<file path="src/rtl/sr_iter_shifter_pkg.sv">
// Shared definitions for the iterative right-shift unit: default sizes and FSM encoding.
// The unused encoding 2'd3 is treated as IDLE by the FSM's default branch.
package sr_iter_shifter_pkg;

    localparam int unsigned DEFAULT_WIDTH   = 16;
    localparam int unsigned DEFAULT_SHAMT_W = 4;

    typedef enum logic [1:0] {
        IDLE   = 2'd0,
        SHIFT  = 2'd1,
        FINISH = 2'd2
    } sr_state_t;

    // Reference one-bit right shift.
    function automatic logic [DEFAULT_WIDTH-1:0] sr_step_ref(
        input logic [DEFAULT_WIDTH-1:0] value,
        input logic                     arith
    );
        return {arith & value[DEFAULT_WIDTH-1], value[DEFAULT_WIDTH-1:1]};
    endfunction

endpackage

</file>
<file path="src/rtl/sr_iter_shifter_step.sv">
// Combinational single-bit right shift. The vacated MSB takes the sign bit in
// arithmetic mode and zero in logical mode.
module sr_step #(
    parameter int unsigned WIDTH = 16
) (
    input  logic [WIDTH-1:0] value,
    input  logic             arith,
    output logic [WIDTH-1:0] shifted
);

    assign shifted = {arith & value[WIDTH-1], value[WIDTH-1:1]};

endmodule

</file>
<file path="src/rtl/sr_iter_shifter.sv">
// Multi-cycle right shifter: one bit per clock, logical or arithmetic, with a
// start/busy/done handshake toward the control FSM.
module sr_iter_shifter
    import sr_iter_shifter_pkg::*;
#(
    parameter int unsigned WIDTH   = DEFAULT_WIDTH,
    parameter int unsigned SHAMT_W = DEFAULT_SHAMT_W
) (
    input  logic               clk,
    input  logic               reset_n,
    input  logic               start,
    input  logic [WIDTH-1:0]   data_in,
    input  logic [SHAMT_W-1:0] shamt,
    input  logic               arith,
    output logic [WIDTH-1:0]   data_out,
    output logic               busy,
    output logic               done
);

    sr_state_t          state;
    logic [WIDTH-1:0]   work;
    logic [WIDTH-1:0]   work_shifted;
    logic [SHAMT_W-1:0] count;
    logic               mode;

    sr_step #(
        .WIDTH(WIDTH)
    ) u_step (
        .value   (work),
        .arith   (mode),
        .shifted (work_shifted)
    );

    always_ff @(posedge clk or negedge reset_n) begin
        if (!reset_n) begin
            state    <= IDLE;
            work     <= '0;
            count    <= '0;
            mode     <= 1'b0;
            data_out <= '0;
            busy     <= 1'b0;
            done     <= 1'b0;
        end else begin
            done <= 1'b0;
            case (state)
                IDLE: begin
                    if (start) begin
                        work  <= data_in;
                        count <= shamt;
                        mode  <= arith;
                        busy  <= 1'b1;
                        state <= (shamt != '0) ? SHIFT : FINISH;
                    end
                end
                SHIFT: begin
                    work  <= work_shifted;
                    count <= count - SHAMT_W'(1);
                    if (count == SHAMT_W'(1)) begin
                        state <= FINISH;
                    end
                end
                FINISH: begin
                    data_out <= work;
                    done     <= 1'b1;
                    busy     <= 1'b0;
                    state    <= IDLE;
                end
                default: begin
                    busy  <= 1'b0;
                    state <= IDLE;
                end
            endcase
        end
    end

endmodule

</file>
<file path="config.mk">
export PLATFORM = sky130hd
export DESIGN_NAME = sr_iter_shifter
export DESIGN_NICKNAME = d
export VERILOG_FILES = /design/src/rtl/sr_iter_shifter_pkg.sv /design/src/rtl/sr_iter_shifter_step.sv /design/src/rtl/sr_iter_shifter.sv
export SDC_FILE = /design/constraint.sdc
export NUM_CORES = 1
export LEC_CHECK = 0
export CAP_MARGIN = 40
export CELL_PAD_IN_SITES_DETAIL_PLACEMENT = 0
export CELL_PAD_IN_SITES_GLOBAL_PLACEMENT = 1
export CORE_UTILIZATION = 35
export CTS_CLUSTER_DIAMETER = 50
export CTS_CLUSTER_SIZE = 24
export DETAILED_ROUTE_END_ITERATION = 6
export PLACE_DENSITY_LB_ADDON = 0.08
export SYNTH_ARGS = -nofsm -noshare
export SYNTH_HDL_FRONTEND = slang
export SYNTH_SLANG_ARGS = --single-unit
export TNS_END_PERCENT = 5
</file>
<file path="constraint.sdc">
create_clock -name clk -period 1.3 [get_ports clk]
set_input_delay 0.13 -clock clk [delete_from_list [all_inputs] [get_ports clk]]
set_output_delay 0.13 -clock clk [all_outputs]
set_load 0.05 [all_outputs]
</file>
==> results.yml, run 1 <==
status:
  status: "completed"
placed_design:
  gp_congestion: 0.736
  placed_cells: 269
  port_buffers: 41
  dp_hpwl_um: 2880
die:
  start_util_pct: 36.2
  die_x_um: 74.7
  rows: 26
  pin_count: 42
  die_area_mm2: 0.00558
  core_mm2: 0.00511
  dieHeight_um: 74.7
synth:
  synth.yosys.seq_area_share_pct: 55.4
  synth_area_mm2: 0.00185
  synth_nets: 182
  postSynthAreaPerCell_um2: 11.9
  ys_warn_count: 0
  synth_cell_types: 31
  ys_ff_latch: 41
  syn_inst: 156
finish:
  layout_commonest_cell: "dfrtp_1"
  final_util_pct: 52.8
  final_net_count: 233
  layout_common_cells: "dfrtp_1 (40), clkdlybuf4s50_1 (22), buf_12 (21), nand2_1 (19), a22oi_1 (16)"
  antenna_cells: 0
  area_growth_pct: 45.8
  multi_input_comb_area_um2: 709
  drive_gt1_share_pct: 29.3
  fin_cells: 278
  final-seq-area_mm2: 0.00103
  fill_cells: 456
clock_network:
  cts_root_buf: "clkbuf_8"
  cts_tree: "yes"
  cts_made_buffers: 5
  clock_sinks: 41
  h-tree-depth: 2
  clk_pin_slew_ns: 0.08
  clk_path_buf_depth: 2
  clk_latency_ns: 0.28
global_routing:
  grt_pass1_wl_um: 6580
  grt_max_degree: 21
  grt-ovfl-total: 0
  gr-usage-all-layers_pct: 15.7
  antenna_found_initial: 0
  grt_pass1_vias: 1382
worst_setup_path:
  crit_start: "count[2]"
  ff2ff_setup_slack_ns: 0.05
  regToRegStartpoint: "count[2]"
  worstRegToRegCells: 3
  cp-end-kind: "register"
  path_class: "reg2reg"
  r2r-end: "count[3]"
  start_kind: "register"
  crit_path_end: "count[3]"
  cp_data_arrival_time_ns: 1.42
  cp.required_ns: 1.47
  critical_path_peak_fanout: 3
route:
  dr.pass1.iters: 4
  vias: 1376
  drt-total-wl_um: 3950
  ant_nets: 0
  drc: 0
  wl_per_cell_um: 14.2
  post_drt_via_cell_ratio: 4.95
  drt_iter0_markers: 46
timing:
  worstMarginPinSlew_ns: 0.329
  timing.fmax_mhz: 800
  fin_skew_ns: 0.00565
  final-hold-violation-count: 0
  final-setup-viol-count: 0
  period_needed_ns: 1.25
  finalCritPeriodShare_pct: 96.1
  slew_viol_final: 0
  slew_headroom_pct: 77.8
  finalSetupTns_ns: 0
flow_run:
  cap_violations: 0
power:
  leakage_nw: 1.21
  powerDensity_mw_per_mm2: 2390
  vdd.ir_drop.worst_mv: 0.977
  finalPower_w: 0.00644
worst_hold_path:
  hold_class: "in2async"
-- kinds of logic after synthesis --
group / after synthesis / share of synthesized area, %
AO/OA/AOI/OAI: 48 / 17.2
adder cells (fa/ha/maj): 2 / 1.35
flip-flops: 41 / 55.4
AND/OR/NAND/NOR: 31 / 8.32
multiplexers: 16 / 11.2
buffers and inverters: 18 / 6.49
-- cell type report --
class / count / area share, %
multi-input cells: 97 / 26.3
flip-flops and latches: 41 / 38.1
well taps: 70 / 3.25
inverters: 7 / 0.974
repair buffers: 55 / 27.1
clock buffers: 7 / 3.20
clock inverters: 1 / 1.11
-- timing repair --
action	in CTS	in global routing
setup buffers	0	0
hold endpoints to repair	11	0
endpoints found under the setup margin	0	10
hold buffers	1	0
resized for setup	0	4
-- metrics by stage --
step           instance area (um^2)  setup slack (ns)  hold WS, ns
2_1_floorplan                  1850            0.0953       -0.166
3_3_place_gp                   2560           -0.0344       0.0424
3_5_place_dp                   2560           -0.0599       0.0395
4_1_cts                        2690            0.0297        0.278
5_1_grt                        2700         -0.000703        0.304
6_report                       2700            0.0502        0.275
-- flip-flops by register name (all words and copies together) (netlist names) --
| name | cells |
|---|---|
| busy | 1 |
| count | 4 |
| data_out | 16 |
| done | 1 |
| mode | 1 |
| state | 2 |
| work | 16 |
-- worst min path at each step --
| stage | depth (start not counted) | end | startpoint | slack (ns) |
|---|---|---|---|---|
| after floorplan | 0 | busy | reset_n | -0.17 |
| after global placement | 1 | done | reset_n | 0.04 |
| after detailed placement | 1 | done | reset_n | 0.04 |
| after CTS | 2 | done | reset_n | 0.28 |
| after global routing | 2 | data_out[11] | reset_n | 0.30 |
| final | 2 | data_out[8] | reset_n | 0.27 |
-- power by group --
group / total (W) / internal [W] / switching [W]
Combinational: 0.00314 / 0.00163 / 0.00152
Sequential: 0.00225 / 0.00179 / 0.000462
Clock: 0.00105 / 0.000626 / 0.000422
Total: 0.00644 / 0.00404 / 0.00240
-- critical path, stage by stage, from the launching register on --
cell	delay [ns]
dfrtp_1	0.41
or3_4	0.39
a2bb2oi_1	0.15
o22a_1	0.20
-- synth_stat cells, drive strengths merged --
cell type | number | area share [%]
dfrtp | 41 | 55
nand2 | 19 | 3.9
o21ai | 18 | 4.9
a22oi | 16 | 6.5
mux2 | 16 | 11
buf | 9 | 4.7
inv | 7 | 1.4
a21oi | 5 | 1.4
nor2 | 4 | 0.81
a32oi | 2 | 0.95
clkbuf | 2 | 0.41
ha | 2 | 1.4
nand2b | 2 | 1.1
nor2b | 2 | 1.1
o22ai | 2 | 0.68
a21bo | 1 | 0.54
a2bb2oi | 1 | 0.47
nand3b | 1 | 0.41
nor3b | 1 | 0.41
nor4 | 1 | 0.34
o21a | 1 | 0.41
o21bai | 1 | 1.0
o22a | 1 | 0.47
or3 | 1 | 0.34
-- layer usage --
layer / part of all wire, % / wire length [um] / track usage, % / vias to the layer above
met5: 0 / 0 / 0 / -
met4: 0.56 / 22 / 4.40 / 0
met3: 3.3 / 129 / 3.75 / 2
met2: 51 / 2020 / 27.8 / 34
met1: 45 / 1770 / 19.1 / 690
li1: - / - / - / 650
(Power assumes the default switching activity.)
==> run 2: changes to the inputs <==
--- a/config.mk
+++ b/config.mk
@@ -10,7 +10,7 @@
 export CELL_PAD_IN_SITES_GLOBAL_PLACEMENT = 1
 export CORE_UTILIZATION = 35
 export CTS_CLUSTER_DIAMETER = 50
-export CTS_CLUSTER_SIZE = 24
+export CTS_CLUSTER_SIZE = 40
 export DETAILED_ROUTE_END_ITERATION = 6
 export PLACE_DENSITY_LB_ADDON = 0.08
 export SYNTH_ARGS = -nofsm -noshare
==> results of run 2 <==
The final DEF is identical to that of run 1; final timing and power are the same.
